$ cat src/rtl/serializer_param_if.sv
// Word-in / bit-out bundle for the parametrised serializer.
// Latency: none, wires only.
// Backpressure: in_ready from the slave qualifies in_valid from the master.
interface serializer_param_if #(
   parameter int WIDTH = 8
);
   logic             in_valid;
   logic             in_ready;
   logic [WIDTH-1:0] in_data;
   logic             in_msb_first;
   logic             out_bit;
   logic             out_valid;
   logic             out_sof;
   logic             out_eof;

   // Word producer side
   modport master (
      output in_valid, in_data, in_msb_first,
      input  in_ready, out_bit, out_valid, out_sof, out_eof
   );

   // Serializer side
   modport slave (
      input  in_valid, in_data, in_msb_first,
      output in_ready, out_bit, out_valid, out_sof, out_eof
   );
endinterface

$ cat src/rtl/serializer_param.sv
// Parallel-to-serial converter: WIDTH-bit words out one bit per clock, per-word bit order, sof/eof markers.
// Latency: word accepted at edge k into an idle shifter shows bit i in cycle k+1+i.
// Backpressure: one-word hold buffer behind the shifter; in_ready drops only while hold is full or in reset.
module serializer_param #(
   parameter int   WIDTH    = 8,
   parameter logic IDLE_BIT = 1'b0
) (
   input  logic               clk,
   input  logic               rst,
   serializer_param_if.slave  bus
);

   localparam int            CW   = $clog2(WIDTH);
   localparam logic [CW-1:0] LAST = CW'(WIDTH - 1);

   typedef enum logic {
      IDLE  = 1'b0,
      SHIFT = 1'b1
   } state_t;

   state_t           state_q, state_d;
   logic [WIDTH-1:0] shift_q, shift_d;
   logic             shift_msb_q, shift_msb_d;
   logic [WIDTH-1:0] hold_q, hold_d;
   logic             hold_msb_q, hold_msb_d;
   logic             hold_full_q, hold_full_d;
   logic [CW-1:0]    cnt_q, cnt_d;
   logic             accept;
   logic             busy;
   logic [CW-1:0]    bit_idx;

   // Ready depends only on registered hold state and reset, never on in_valid.
   assign bus.in_ready = !hold_full_q && !rst;
   assign accept       = bus.in_valid && !hold_full_q && !rst;

   // Next-state: load idle shifter directly, park early arrivals in hold, refill at last bit.
   always_comb begin
      state_d     = state_q;
      shift_d     = shift_q;
      shift_msb_d = shift_msb_q;
      hold_d      = hold_q;
      hold_msb_d  = hold_msb_q;
      hold_full_d = hold_full_q;
      cnt_d       = cnt_q;

      case (state_q)
         IDLE: begin
            if (accept) begin
               shift_d     = bus.in_data;
               shift_msb_d = bus.in_msb_first;
               cnt_d       = '0;
               state_d     = SHIFT;
            end
         end

         SHIFT: begin
            if (cnt_q == LAST) begin
               cnt_d = '0;
               if (hold_full_q) begin
                  // Hold refills the shifter; in_ready is low so nothing is accepted here.
                  shift_d     = hold_q;
                  shift_msb_d = hold_msb_q;
                  hold_full_d = 1'b0;
               end else if (accept) begin
                  shift_d     = bus.in_data;
                  shift_msb_d = bus.in_msb_first;
               end else begin
                  state_d = IDLE;
               end
            end else begin
               cnt_d = cnt_q + CW'(1);
               if (accept) begin
                  hold_d      = bus.in_data;
                  hold_msb_d  = bus.in_msb_first;
                  hold_full_d = 1'b1;
               end
            end
         end

         default: begin
            state_d = IDLE;
         end
      endcase
   end

   // State register; reset discards both the word in flight and the held word.
   always_ff @(posedge clk) begin
      if (rst) begin
         state_q     <= IDLE;
         shift_q     <= '0;
         shift_msb_q <= 1'b0;
         hold_q      <= '0;
         hold_msb_q  <= 1'b0;
         hold_full_q <= 1'b0;
         cnt_q       <= '0;
      end else begin
         state_q     <= state_d;
         shift_q     <= shift_d;
         shift_msb_q <= shift_msb_d;
         hold_q      <= hold_d;
         hold_msb_q  <= hold_msb_d;
         hold_full_q <= hold_full_d;
         cnt_q       <= cnt_d;
      end
   end

   // Serial outputs decode registered state only.
   assign busy          = (state_q == SHIFT);
   assign bit_idx       = shift_msb_q ? (LAST - cnt_q) : cnt_q;
   assign bus.out_valid = busy;
   assign bus.out_bit   = busy ? shift_q[bit_idx] : IDLE_BIT;
   assign bus.out_sof   = busy && (cnt_q == '0);
   assign bus.out_eof   = busy && (cnt_q == LAST);

endmodule

$ cat src/flat_wrapper.sv
// flat-port wrapper written by rule: the top's interface ports become plain ports
module serializer_param_flat 
#(
   parameter int   WIDTH    = 8,
   parameter logic IDLE_BIT = 1'b0
)
  (clk, rst, bus_in_valid, bus_in_data, bus_in_msb_first, bus_in_ready, bus_out_bit, bus_out_valid, bus_out_sof, bus_out_eof);
  serializer_param_if #(.WIDTH(WIDTH)) bus_i ();
  input  logic clk;
  input  logic rst;
  input wire logic [$bits(bus_i.in_valid)-1:0] bus_in_valid;
  input wire logic [$bits(bus_i.in_data)-1:0] bus_in_data;
  input wire logic [$bits(bus_i.in_msb_first)-1:0] bus_in_msb_first;
  output wire logic [$bits(bus_i.in_ready)-1:0] bus_in_ready;
  output wire logic [$bits(bus_i.out_bit)-1:0] bus_out_bit;
  output wire logic [$bits(bus_i.out_valid)-1:0] bus_out_valid;
  output wire logic [$bits(bus_i.out_sof)-1:0] bus_out_sof;
  output wire logic [$bits(bus_i.out_eof)-1:0] bus_out_eof;
  assign bus_i.in_valid = bus_in_valid;
  assign bus_i.in_data = bus_in_data;
  assign bus_i.in_msb_first = bus_in_msb_first;
  assign bus_in_ready = bus_i.in_ready;
  assign bus_out_bit = bus_i.out_bit;
  assign bus_out_valid = bus_i.out_valid;
  assign bus_out_sof = bus_i.out_sof;
  assign bus_out_eof = bus_i.out_eof;
  serializer_param #(.WIDTH(WIDTH), .IDLE_BIT(IDLE_BIT)) u_core (.clk(clk), .rst(rst), .bus(bus_i));
endmodule
$ cat config.mk
export PLATFORM = sky130hd
export DESIGN_NAME = serializer_param_flat
export DESIGN_NICKNAME = d
export VERILOG_FILES = /design/src/rtl/serializer_param_if.sv /design/src/rtl/serializer_param.sv /design/src/flat_wrapper.sv
export SDC_FILE = /design/constraint.sdc
export NUM_CORES = 1
export LEC_CHECK = 0
export CORE_MARGIN = 2
export CORE_UTILIZATION = 45
export CTS_BUF_LIST = sky130_fd_sc_hd__clkbuf_8 sky130_fd_sc_hd__clkbuf_16
export DETAILED_ROUTE_END_ITERATION = 6
export PLACE_DENSITY = 0.74
export RECOVER_POWER = 50
export SLEW_MARGIN = 20
export SYNTH_ARGS = -nofsm -noshare
export SYNTH_HDL_FRONTEND = slang
export SYNTH_SLANG_ARGS = --single-unit
$ cat constraint.sdc
create_clock -name clk -period 4.7 [get_ports clk]
set_input_delay 0.47 -clock clk [delete_from_list [all_inputs] [get_ports clk]]
set_output_delay 0.47 -clock clk [all_outputs]
set_load 0.01 [all_outputs]
# After elaboration in Yosys (flattened, before gate mapping)
# Index checks and enable logic that the tools add are counted.
# totals
elab_cells,47
out_inout_bits,5
register_bits,23
# op_classes
n_reduce_logical,11
n_bitwise,2
n_mux,21
eq_ne,3
addsub,2
order_cmp,1
# op_table
op,count
$mux 8,3
$pmux 8 s2,1
$mux 1,10
$mux 3,3
$pmux 3 s2,1
$logic_and 1x1->1,5
$lt 3x4->1 const B,1
$pmux 1 s2,2
$add 3x1->3 const B,1
$bmux 1 s3,1
$eq 3x3->1 const B,1
$logic_not 3->1,1
$reduce_and 3->1,1
$sub 3x3->3 const A,1
$logic_not 1->1,2
$ne 2x1->1 const B,1
$ne 2x2->1 const B,1
$not 1->1,2
$reduce_and 2->1,1
$reduce_bool 2->1,1

# Longest topological paths before layout
# depth
ltp_word,7
mapped_depth,7
mapped_depth_nobuf,6

# Worst setup path before layout
# No wires, ideal clock.
# synth_path
kind,reg2out
start,register u_core.cnt_q[1]
end,output port bus_out_bit
path_slack_ns,2.696
stages_incl_launch_ff,6
path_buffers,1
arrival_ns,1.534
required_time_ns,4.230
path_cell_list,dfxtp_1 clkbuf_1 or3b_2 a21boi_0 a221oi_1 a211oi_1
# synth_via
elab_chain_cells,5
# synth_lines
element,line,rtl
start: declaration,serializer_param.sv:27,"logic [CW-1:0] cnt_q, cnt_d;"
start signal: assignment,serializer_param.sv:103,cnt_q <= cnt_d;
$sub 3x3->3,serializer_param.sv:109,assign bit_idx = shift_msb_q ? (LAST - cnt_q) : cnt_q;
$mux 3 *,serializer_param.sv:109,
$bmux 1 s3 *,serializer_param.sv:111,assign bus.out_bit = busy ? shift_q[bit_idx] : IDLE_BIT;
$mux 1 (implied by the code) *,serializer_param.sv:111,
$mux 1 *,serializer_param.sv:111,
end: declaration,flat_wrapper.sv:15,output wire logic [$bits(bus_i.out_bit)-1:0] bus_out_bit;
# Mark *: on every way between the ends. The rest lies on a longest branch, timed or not. The select of a mux whose other input is x is not followed.

# Worst setup path after layout
# layout_path
start,register u_core.cnt_q[0]
end,output port bus_out_bit
# The elaborated chain is that of the path after synthesis.

==> run summary <==
# clock sinks: 23
Post-layout util: 55.11%
DR DRC count: 0
Ys async rst share: 0%
Die ar.: 0.003075 sq mm
Max Cap Viol: 0
WL final: 2.371 mm
Hold_ws: 0.4923 ns
Core area: 0.002500 sq mm
Dpl hpwl: 1.646 mm
H-tree Lvls: 1
Number of global-route vias before repair: 858
Post-synth top cells: dfxtp_1, nor2_1, nand2_1, nand3_1, mux2i_1
Diodes inserted: 0
Least-Margin Pin Slew: 0.9002 ns
Top_reg_cell synth: dfxtp_1
Die Y: 55.45 um
Number of nets with antenna violations after routing: 0
Ys Warns: 0
Non-Filler Instances: 181
RSZ-0062 raised after global routing: false
Register area share after synthesis: 38.66%
CP arrival: 2.39 ns
Synth top area share: 38.66%
I/O pins: 17
Synth unique cells: 29
Worst path required time: 4.23 ns
Skew final: 0.004001 ns
Post-CTS Resized: 0
Clock Path Buffers: 2
Fraction of layout cells with a size suffix above 1: 6.623%
TritonCTS clock tree: built
Vias: 1025
Worst-path clk slew: 0.08 ns
Crit path max fanout: 14
Clock Root Buffer: clkbuf_8
Pins Over Slew Limit: 0
Clk_lat worst skew: 0.26 ns
First-pass GRT wire length: 3.988 mm
FF+latch count, synth: 23
Place WS: 1.871 ns
Final WS setup: 1.839 ns
RD Place Congestion: 0.7408
Antenna violations before repair: 0
Final hold vios: 0
Tcrit/Tclk final: 60.86%
# nets final: 168
Max rail drop VDD: 217.7 uV
Cell taking the most area after synthesis: dfxtp_1
CP Capture Type: primary output
Initial core utilization: 47.65%
PortBufs: 16
Most numerous cell in the Yosys netlist: dfxtp_1
TritonCTS buffer count: 3
Placed Instances: 177
HP Class: reg2reg
WL per Instance: 13.10 um
Total Negative Setup Slacks: 0 ns
EDFF count, synth: 0
Period minus WS final: 2.861 ns
Status: finished, final reports clean
Largest net degree at the start of global routing: 26
Grt ovf: 0
Syn Area/Cell: 8.388 sq um
1st-pass router iterations: 4
Layout filler cell count: 235
Initial drt markers: 26
Die X: 55.45 um
LEAKAGE: 0.5542 nW
Relative slew slack: 39.79%
CTS Hold Bufs: 0
GRT Overall Usage: 15.84%
Post-synthesis cell area: 0.001191 sq mm
Startpoint types: flip-flop
Gate Count Post-Synth: 142
Worst Path Class, Setup: reg2out
Final setup vio count: 0
Site Rows: 18
Post-CTS Setup Inserts: 0
Mapped Nets: 158
Area growth syn-to-layout: 15.65%
Power Density: 295.2 mW/mm^2
Via density: 5.663
Highest clock rate: 0.3496 GHz
Synth area leaders: dfxtp_1, mux2i_1, nor2_1
Tot Pwr: 406.6 uW
Final Instance Area: 0.001378 sq mm
Placed Instance Area: 0.001331 sq mm
[flip-flops by register name, indices dropped and copies added (netlist names)]
| name | flops |
|---|---|
| u_core.hold_full_q | 1 |
| u_core.bus.out_valid | 1 |
| u_core.hold_q | 8 |
| u_core.cnt_q | 3 |
| u_core.shift_q | 8 |
| u_core.hold_msb_q | 1 |
| u_core.shift_msb_q | 1 |
[cells by family (layout without fill, tap and decap cells)]
family,count (synthesis),after routing,synth area share [%]
flip-flops,23,23,38.66
adder cells (fa/ha/maj),4,4,4.202
multiplexers,9,9,7.563
AND/OR/NAND/NOR,65,65,26.26
AO/OA/AOI/OAI,26,26,17.23
buffers and inverters,15,24,6.092
[layout make-up]
| type | instances | area, sq um | area share [%] |
|---|---|---|---|
| multi-input cells | 104 | 658.1 | 47.77 |
| flip-flops and latches | 23 | 460.4 | 33.42 |
| repair buffers | 16 | 160.2 | 11.63 |
| clock buffers | 3 | 41.29 | 2.997 |
| well taps | 30 | 37.54 | 2.725 |
| inverters | 4 | 15.01 | 1.090 |
| clock inverters | 1 | 5.005 | 0.3633 |
[layout by cell type (no fill, tap or decap), types with 2 or more instances in the layout]
master / Yosys / layout
clkbuf_8: 0 / 3
dlygate4sd3_1: 0 / 3
nand2b_1: 2 / 2
nand2_1: 15 / 15
nor2b_1: 3 / 3
nor2_1: 21 / 21
a21oi_1: 4 / 4
or3b_2: 2 / 2
inv_1: 4 / 4
a311oi_1: 8 / 8
ha_1: 4 / 4
nand3b_1: 4 / 4
a211oi_1: 2 / 2
nand3_1: 13 / 13
o21ai_0: 3 / 3
dfxtp_1: 23 / 23
nor3_1: 2 / 2
mux2i_1: 9 / 9
clkdlybuf4s50_1: 0 / 13
a21boi_0: 3 / 3
[power breakdown]
part	switching, mW	internal [mW]	leakage (nW)
Combinational	0.0301	0.0321	0.341
Clock	0.0643	0.0592	0.0255
Sequential	0.0154	0.206	0.188
Total	0.110	0.297	0.554
[final timing paths]
kind                          from                 to  slack [ns]  cells past startpoint
setup / recovery   u_core.cnt_q[0]        bus_out_bit        1.84                      5
hold / removal    u_core.hold_q[7]  u_core.shift_q[7]        0.49                      2
setup reg to reg   u_core.cnt_q[0]   u_core.hold_q[4]        2.49                      6
hold reg to reg   u_core.hold_q[7]  u_core.shift_q[7]        0.49                      2
[layer usage]
metal	vias up	routed length [um]	GRT usage, %
li1	520	-	-
met1	475	1148	21.40
met2	24	1095	23.81
met3	6	90	3.279
met4	0	37	8.014
met5	-	0	0
[critical path, stage by stage, from the launching register on]
cell	delay, ns
dfxtp_1	0.56
or3b_2	0.49
a21boi_0	0.18
a221oi_1	0.07
a211oi_1	0.26
clkdlybuf4s50_1	0.57
Power figures use the tool's default switching activity.
